===== src/rtl/ct_ifu_tage_array_ctrl.sv =====
// TAGE prediction bank controller: zero sweep after reset/flush,
// lookup vs buffered-update arbitration, one-entry update bypass.
// Ports: forever_cpuclk/cpurst (sync, high); tage_flush;
//   lkp_* lookup handshake + 1-cycle response; upd_* update handshake;
//   init_busy; tage_pred_array_* / tage_pred_bwen drive the SRAM
//   (active-low controls); tage_pre_data_out is the SRAM Q.
module ct_ifu_tage_array_ctrl #(
    parameter int INDEX_W    = 10,
    parameter int DATA_W     = 64,
    parameter int STARVE_MAX = 4
) (
    input  logic               forever_cpuclk,
    input  logic               cpurst,
    input  logic               tage_flush,
    input  logic               lkp_vld,
    output logic               lkp_rdy,
    input  logic [INDEX_W-1:0] lkp_index,
    output logic               lkp_rsp_vld,
    output logic [DATA_W-1:0]  lkp_rsp_data,
    input  logic               upd_vld,
    output logic               upd_rdy,
    input  logic [INDEX_W-1:0] upd_index,
    input  logic [DATA_W-1:0]  upd_data,
    input  logic [DATA_W-1:0]  upd_mask,
    output logic               init_busy,
    output logic               tage_pred_array_clk_en,
    output logic               tage_pred_array_cen_b,
    output logic               tage_pred_array_gwen,
    output logic [INDEX_W-1:0] tage_pred_array_index,
    output logic [DATA_W-1:0]  tage_pred_array_din,
    output logic [DATA_W-1:0]  tage_pred_bwen,
    input  logic [DATA_W-1:0]  tage_pre_data_out
);

    typedef enum logic {
        INIT,
        RUN
    } state_t;

    localparam logic [2:0] STARVE_LIM = 3'(STARVE_MAX);
    localparam logic [INDEX_W-1:0] CNT_LAST = '1;

    state_t             state;
    logic [INDEX_W-1:0] cnt;

    logic               buf_vld;
    logic [INDEX_W-1:0] buf_index;
    logic [DATA_W-1:0]  buf_data;
    logic [DATA_W-1:0]  buf_mask;
    logic [2:0]         starve;

    logic               rsp_vld;
    logic [DATA_W-1:0]  byp_data;
    logic [DATA_W-1:0]  byp_mask;

    logic run;
    logic starved;
    logic lkp_go;
    logic upd_go;
    logic upd_acc;
    logic hit;

    assign run       = (state == RUN);
    assign init_busy = (state == INIT);

    // A starved update takes the port even if a lookup is waiting.
    assign starved = buf_vld & (starve == STARVE_LIM);
    assign lkp_rdy = run & ~tage_flush & ~starved;
    assign lkp_go  = lkp_vld & lkp_rdy;
    assign upd_go  = run & ~tage_flush & buf_vld & ~lkp_go;
    assign upd_rdy = ~buf_vld & ~init_busy & ~tage_flush;
    assign upd_acc = upd_vld & upd_rdy;
    assign hit     = buf_vld & (lkp_index == buf_index);

    always_ff @(posedge forever_cpuclk) begin
        if (cpurst | tage_flush) begin
            state <= INIT;
            cnt   <= '0;
        end else if (state == INIT) begin
            if (cnt == CNT_LAST) begin
                state <= RUN;
            end else begin
                cnt <= cnt + 1'b1;
            end
        end
    end

    always_ff @(posedge forever_cpuclk) begin
        if (cpurst | tage_flush) begin
            buf_vld <= 1'b0;
            starve  <= '0;
        end else begin
            if (upd_acc) begin
                buf_vld   <= 1'b1;
                buf_index <= upd_index;
                buf_data  <= upd_data;
                buf_mask  <= upd_mask;
            end else if (upd_go) begin
                buf_vld <= 1'b0;
            end
            if (upd_go | ~buf_vld) begin
                starve <= '0;
            end else if (starve != STARVE_LIM) begin
                starve <= starve + 1'b1;
            end
        end
    end

    // Pending update is merged into the response so a lookup never
    // observes stale data while the write is still queued.
    always_ff @(posedge forever_cpuclk) begin
        if (cpurst) begin
            rsp_vld  <= 1'b0;
            byp_data <= '0;
            byp_mask <= '0;
        end else begin
            rsp_vld <= lkp_go;
            if (lkp_go) begin
                byp_data <= hit ? buf_data : '0;
                byp_mask <= hit ? buf_mask : '0;
            end
        end
    end

    assign lkp_rsp_vld  = rsp_vld;
    assign lkp_rsp_data = rsp_vld ?
        ((tage_pre_data_out & ~byp_mask) | (byp_data & byp_mask)) : '0;

    always_comb begin
        tage_pred_array_cen_b = 1'b1;
        tage_pred_array_gwen  = 1'b1;
        tage_pred_array_index = '0;
        tage_pred_array_din   = '0;
        tage_pred_bwen        = '1;
        unique case (1'b1)
            init_busy: begin
                tage_pred_array_cen_b = 1'b0;
                tage_pred_array_gwen  = 1'b0;
                tage_pred_array_index = cnt;
                tage_pred_bwen        = '0;
            end
            lkp_go: begin
                tage_pred_array_cen_b = 1'b0;
                tage_pred_array_index = lkp_index;
            end
            upd_go: begin
                tage_pred_array_cen_b = 1'b0;
                tage_pred_array_gwen  = 1'b0;
                tage_pred_array_index = buf_index;
                tage_pred_array_din   = buf_data;
                tage_pred_bwen        = ~buf_mask;
            end
            default: begin
                tage_pred_array_cen_b = 1'b1;
            end
        endcase
    end

    assign tage_pred_array_clk_en = ~tage_pred_array_cen_b;

endmodule


===== config.mk =====
export PLATFORM = sky130hd
export DESIGN_NAME = ct_ifu_tage_array_ctrl
export DESIGN_NICKNAME = d
export VERILOG_FILES = /design/src/rtl/ct_ifu_tage_array_ctrl.sv
export SDC_FILE = /design/constraint.sdc
export NUM_CORES = 1
export LEC_CHECK = 0
export BUFFER_PORTS_ARGS = -buffer_cell sky130_fd_sc_hd__buf_2
export CAP_MARGIN = 20
export CORE_AREA = 2 2 165 167
export CTS_BUF_LIST = sky130_fd_sc_hd__clkbuf_2 sky130_fd_sc_hd__clkbuf_4 sky130_fd_sc_hd__clkbuf_8
export DETAILED_ROUTE_END_ITERATION = 10
export DIE_AREA = 0 0 167 169
export PLACE_DENSITY_LB_ADDON = 0.08
export SKIP_LAST_GASP = 1
export SYNTH_ARGS = -nofsm -noshare
export SYNTH_HDL_FRONTEND = slang
export SYNTH_SLANG_ARGS = --single-unit

===== constraint.sdc =====
create_clock -name forever_cpuclk -period 5.5 [get_ports forever_cpuclk]
set_input_delay 0.55 -clock forever_cpuclk [delete_from_list [all_inputs] [get_ports forever_cpuclk]]
set_output_delay 0.55 -clock forever_cpuclk [all_outputs]
set_load 0.03 [all_outputs]

==> metrics.md, run 1 <==
| Metric | Value |
|---|---|
| WL/cell | 19.7 um |
| Max stage delay on crit path | 0.66 ns |
| EDFF count, synth | 138 |
| Reg2Reg Depth | 4 |
| Synth async-reset ratio | 0% |
| Leading register cell type out of synthesis | dfxtp_1 |
| Residual DRC count | 0 |
| Global-route wire length before repair | 48700 um |
| Die area | 28200 um^2 |
| DP HPWL | 22700 um |
| GRT Util Overall | 22.1% |
| Die height | 169 um |
| Area growth syn-to-layout | 31.5% |
| Area of the multi-input gates | 3600 um^2 |
| Synth top area cells | edfxtp_1 38%, dfxtp_1 26%, a22o_1 10% |
| CP max stage cell | dfxtp_1 |
| Buffers on Ports | 425 |
| Io pins | 426 |
| Pwr dens | 295 nW/um^2 |
| Final Non-Filler Cells | 1659 |
| WP data required | 4.95 ns |
| Fmax achieved | 0.269 GHz |
| Place WS | 2.35 ns |
| Cells after Synth | 848 |
| Synth Warn # | 0 |
| Worst Setup Path Type | flip-flop to output pin |
| CP endpoint kind | output pin |
| GRT overflow | 0 |
| Fin worst setup slack | 1.79 ns |
| Hold buffer count at cts | 0 |
| Resize count post-CTS | 0 |
| RD Place Congestion | 0.802 |
| Htree depth | 2 |
| Max-Cap Viols | 0 |
| CTS buffer count | 49 |
| Crit share post-route | 67.5% |
| Peak VDD IR | 0.247 mV |
| Via count | 8391 |
| Top-count cell post-synth | dfxtp_1 |
| Final net count | 1494 |
| Clock sinks | 282 |
| Reg area | 7030 um^2 |
| Share of cells above drive strength 1 | 40.1% |
| Yosys top cell area share | 37.8% |
| Die W | 167 um |
| CP cell instances | nand2b_1 > a211oi_4 > buf_16 > buf_4 > and2_1 > buf_2 |
| Clk buf depth | 3 |
| Fill cells | 2368 |
| Initial detailed-routing violation count | 495 |
| Skew final | 0.0264 ns |
| Core area | 26500 um^2 |
| Worst skew pair latency | 0.55 ns |
| Status | complete, no violations |
| Hold crit path type | input port to flip-flop |
| Syn_area_per_cell | 12.9 um^2 |
| Final hold viol count | 0 |
| Startpoint types | flip-flop |
| Post-Syn Area | 11000 um^2 |
| Placed instance count | 1563 |
| Unrepaired setup endpoints after global routing | false |
| Clock-pin slew on the worst setup and hold paths | 0.06 ns |
| Worst Hold Path Cells | 1 |
| DRT Wirelength | 32700 um |
| Largest net degree at the start of global routing | 87 |
| Final core occ | 54.3% |
| Initial antenna violation count | 9 |
| Post-CTS setup buffer count | 0 |
| DRT Pass-1 Iters | 4 |
| Slew margin rel. | 34.0% |
| Post-route ant nets | 0 |
| Slew at the pin closest to its max-slew limit | 0.990 ns |
| Largest area contributor in the netlist | edfxtp_1 |
| Commonest cells in the netlist | 144 x dfxtp_1, 138 x edfxtp_1, 128 x a22o_1 |
| Routed vias/inst | 5.06 |
| Final setup fails | 0 |
| Distinct cells, synth | 36 |
| CTS tree | yes |
| Critical-path maximum fanout | 49 |
| Net Count, Synth | 1068 |
| Core Rows | 60 |
| Fin. max-slew vios | 0 |
| Clock root buffer master | clkbuf_8 |
| FF+latch count, synth | 282 |
| Crit path time final | 3.71 ns |
| P_leak | 6.34 nW |
| Seq/Total Area, Yosys | 64.1% |
| Setup TNS | 0 ns |
| Starting Density | 41.3% |
| Vias in the first global route | 8542 |
| CP arrival | 3.16 ns |
flip-flops by register name, summed over array words and instances (netlist names):
signal	count
buf_data	64
byp_data	64
run	1
starve	3
lkp_rsp_vld	1
buf_mask	64
buf_vld	1
byp_mask	64
cnt	10
buf_index	10
placed cells by master, fill, tap and decap left out, types with 2 or more instances in the layout:
cell type,count
buf_2,425
dfxtp_1,143
edfxtp_1,138
a22o_1,128
mux2i_1,67
nor2b_1,67
a21oi_1,66
and2_1,66
clkbuf_8,58
clkbuf_4,22
inv_1,16
o21ai_0,15
xnor2_1,13
nor2_1,11
a22oi_1,10
diode_2,7
nand3_1,7
buf_4,7
nand2_1,6
a31oi_1,6
clkinv_1,4
ha_1,3
clkinv_2,3
buf_12,3
nand2b_1,2
and3b_1,2
nand4_1,2
and4_1,2
a211oi_1,2
nor3_1,2
metal layers:
layer  vias up  track usage, %  share of wire, %
met1      3988            26.0                39
met4         4            9.22               3.2
met3        62            6.41               7.6
li1       3991               -                 -
met2       346            37.9                50
met5         -               0             0.076
kinds of logic after synthesis:
| family | Yosys count | synth area share (%) |
|---|---|---|
| XOR/XNOR | 13 | 1.04 |
| AND/OR/NAND/NOR | 176 | 9.75 |
| flip-flops | 282 | 64.1 |
| adder cells (fa/ha/maj) | 3 | 0.343 |
| multiplexers | 67 | 6.12 |
| buffers and inverters | 78 | 3.30 |
| AO/OA/AOI/OAI | 229 | 15.3 |
layout make-up:
| type | count | share of cell area (%) |
|---|---|---|
| Clock buffer | 80 | 6.69 |
| Antenna cell | 7 | 0.122 |
| Inverter | 17 | 0.443 |
| Tap cell | 341 | 2.96 |
| Timing Repair Buffer | 436 | 15.7 |
| Sequential cell | 282 | 48.8 |
| Clock inverter | 8 | 0.269 |
| Multi-Input combinational cell | 488 | 25.0 |
power by group:
group	total (mW)	leakage, nW	internal (mW)	switching (mW)
Combinational	0.123	3.40	0.0688	0.0544
Sequential	2.20	2.40	2.20	0.00111
Clock	1.93	0.541	1.10	0.823
Total	4.25	6.34	3.37	0.879
final timing paths:
path                                from                         to  slack, ns
setup / recovery          run$_SDFF_PP0_    tage_pred_array_din[30]       1.79
hold / removal              upd_mask[26]     buf_mask[26]$_DFFE_PP_       0.17
setup reg to reg          run$_SDFF_PP0_      buf_data[8]$_DFFE_PP_       2.66
hold reg to reg   buf_data[45]$_DFFE_PP_  byp_data[45]$_SDFFE_PP0N_       0.47
critical path: cells and delay by family (launching register included):
family	cells	cell delay [ns]
buffers and inverters	3	0.84
DFF	1	0.66
AOI/OAI and AO/OA	1	0.64
and+or+nand+nor	2	0.43
metrics by stage:
step,total power [mW],hold WS (ns),cell area [um^2]
final,4.25,0.167,14400
after global routing,4.40,0.133,14400
after CTS,4.30,0.125,14400
after detailed placement,2.37,0.467,13400
after global placement,2.37,0.462,13300
after floorplan,2.28,0.449,11000
Power figures use the tool's default switching activity.
==> run 2, diff against run 1 <==
- clock period: 5.5 -> 3.8 ns (I/O delays scaled with it)
==> run 2 against run 1 <==
Effect of this change:
- clock power grew 51%
- sequential share of layout area shrank 4.3 points
- largest cell class unchanged
- clock skew grew 0.0016 ns
- flip-flop and latch count is the same
==> metrics.md, run 2 (synthesis gave the netlist of run 1 again) <==
| Metric | Value |
|---|---|
| CTS tree | yes |
| Skew final | 0.0280 ns |
| Starting Density | 41.3% |
| GRT Util Overall | 23.2% |
| Hold Path Sink | buf_mask[21]$_DFFE_PP_ |
| Fmax achieved | 0.323 GHz |
| Peak VDD IR | 0.345 mV |
| Slew margin rel. | 30.1% |
| Largest net degree at the start of global routing | 140 |
| DRT Pass-1 Iters | 5 |
| Initial antenna violation count | 2 |
| Startpoint types | flip-flop |
| Share of cells above drive strength 1 | 36.2% |
| Clock root buffer master | clkbuf_8 |
| Post-route ant nets | 0 |
| Reg area | 7030 um^2 |
| Core Rows | 60 |
| Fin. max-slew vios | 0 |
| Die W | 167 um |
| CTS buffer count | 48 |
| Buffers on Ports | 425 |
| Hold crit path type | input port to flip-flop |
| Placed Area | 13400 um^2 |
| Final core occ | 59.6% |
| Pwr dens | 406 nW/um^2 |
| Area growth syn-to-layout | 44.1% |
| DRT Wirelength | 34100 um |
| RD Place Congestion | 0.795 |
| CP max stage cell | dfxtp_1 |
| CP endpoint kind | output pin |
| Residual DRC count | 0 |
| WP data required | 3.42 ns |
| Reg2Reg Setup Slack | 1.05 ns |
| Via count | 8959 |
| CP cell instances | nand2b_1 > a211oi_4 > buf_4 > mux2i_1 > buf_2 |
| Clock-pin slew on the worst setup and hold paths | 0.06 ns |
| Io pins | 426 |
| Most common cell after layout, fill and taps aside | buf_2 |
| Routed vias/inst | 4.99 |
| Area of the multi-input gates | 3600 um^2 |
| Max-Cap Viols | 0 |
| Worst skew pair latency | 0.57 ns |
| Max stage delay on crit path | 0.62 ns |
| Final setup fails | 0 |
| Critical-path maximum fanout | 55 |
| Final net count | 1630 |
| Critical path's top delay family | buffers and inverters |
| Clk buf depth | 3 |
| P_leak | 6.91 nW |
| Die height | 169 um |
| Post-CTS setup buffer count | 0 |
| CP arrival | 2.71 ns |
| Slew at the pin closest to its max-slew limit | 1.05 ns |
| Unrepaired setup endpoints after global routing | false |
| Initial detailed-routing violation count | 535 |
| Commonest non-fill, non-tap cells in the layout | 425 x buf_2, 143 x dfxtp_1, 138 x edfxtp_1, 137 x dlygate4sd3_1, 128 x a22o_1 |
| Worst Hold Path Cells | 1 |
| Crit path time final | 3.09 ns |
| GRT overflow | 0 |
| Pwr Total | 6.40 mW |
| Status | complete, no violations |
| Setup TNS | 0 ns |
| Final hold viol count | 0 |
| Fin area | 15800 um^2 |
| R2r startpoint | starve[0]$_SDFFE_PP0P_ |
| Die area | 28200 um^2 |
| Clock sinks | 282 |
| WL/cell | 19.0 um |
| Critical path depth | 5 |
| CP Buf/Inv Count | 2 |
| Core area | 26500 um^2 |
| Global-route wire length before repair | 51400 um |
| Reg2Reg Depth | 7 |
| Fill cells | 2280 |
| Htree depth | 2 |
| Crit share post-route | 81.4% |
| Critical R2R Capture | byp_data[6]$_SDFFE_PP0N_ |
| DP HPWL | 22200 um |
| Startpoint of the worst hold path | upd_mask[21] |
| Vias in the first global route | 9318 |
| Worst Setup SP | run$_SDFF_PP0_ |
| Worst Setup Path Type | flip-flop to output pin |
-- run 2: cell types whose count changed in the layout (fill, tap and decap cells not counted), moves of 2 or more --
cell,before,now
bufinv_16,0,2
clkbuf_4,22,17
clkinv_1,4,7
diode_2,7,4
dlygate4sd3_1,0,137
-- run 2: cell type report --
type,count,area share [%]
sequential,282,44.5
antenna,4,0.0634
clock buffer,75,5.87
clock inverter,14,0.745
inverter,17,0.404
tap,341,2.70
multi-input combinational,488,22.8
timing repair buffer,573,22.9
-- run 2: what timing repair did --
| action | CTS | global route |
|---|---|---|
| setup endpoints to repair | 0 | 0 |
| hold buffers | 137 | 0 |
| hold endpoints to repair | 137 | 0 |
| gates resized for setup | 0 | 0 |
-- run 2: layer usage --
layer	part of all wire, %	GRT usage [%]	vias to the layer above
li1	-	-	4260
met1	39	27.0	4249
met2	50	40.6	375
met3	7.7	6.43	75
met4	3.2	8.96	0
met5	0	0	-
-- run 2: worst max-delay path by stage --
stage	end	slack, ns
2_1_floorplan	buf_data[0]$_DFFE_PP_	0.52
3_3_place_gp	byp_data[6]$_SDFFE_PP0N_	1.08
3_5_place_dp	byp_mask[5]$_SDFFE_PP0N_	1.03
4_1_cts	tage_pred_bwen[1]	0.67
5_1_grt	tage_pred_bwen[1]	0.49
6_report	tage_pred_bwen[1]	0.71
-- run 2: per-stage QoR --
stage	hold slack, ns	setup WS (ns)	std cells
floorplan	0.449	0.517	848
global placement	0.460	1.08	1564
detailed placement	0.465	1.03	1564
CTS	0.0102	0.667	1790
global route	0.0101	0.487	1792
finish	0.0452	0.707	1794
-- run 2: worst reg2reg max path, delay by kind of cell (launching register included) --
family	cells	cell delay, ns
and+or+nand+nor	3	1.17
DFF	1	0.33
buffers and inverters	2	0.74
AOI/OAI and AO/OA	1	0.27
adders and majority gates	1	0.20
-- run 2: report_power, final --
group          internal, mW  switching [mW]
Sequential             3.19         0.00145
Combinational         0.189           0.104
Clock                  1.69            1.24
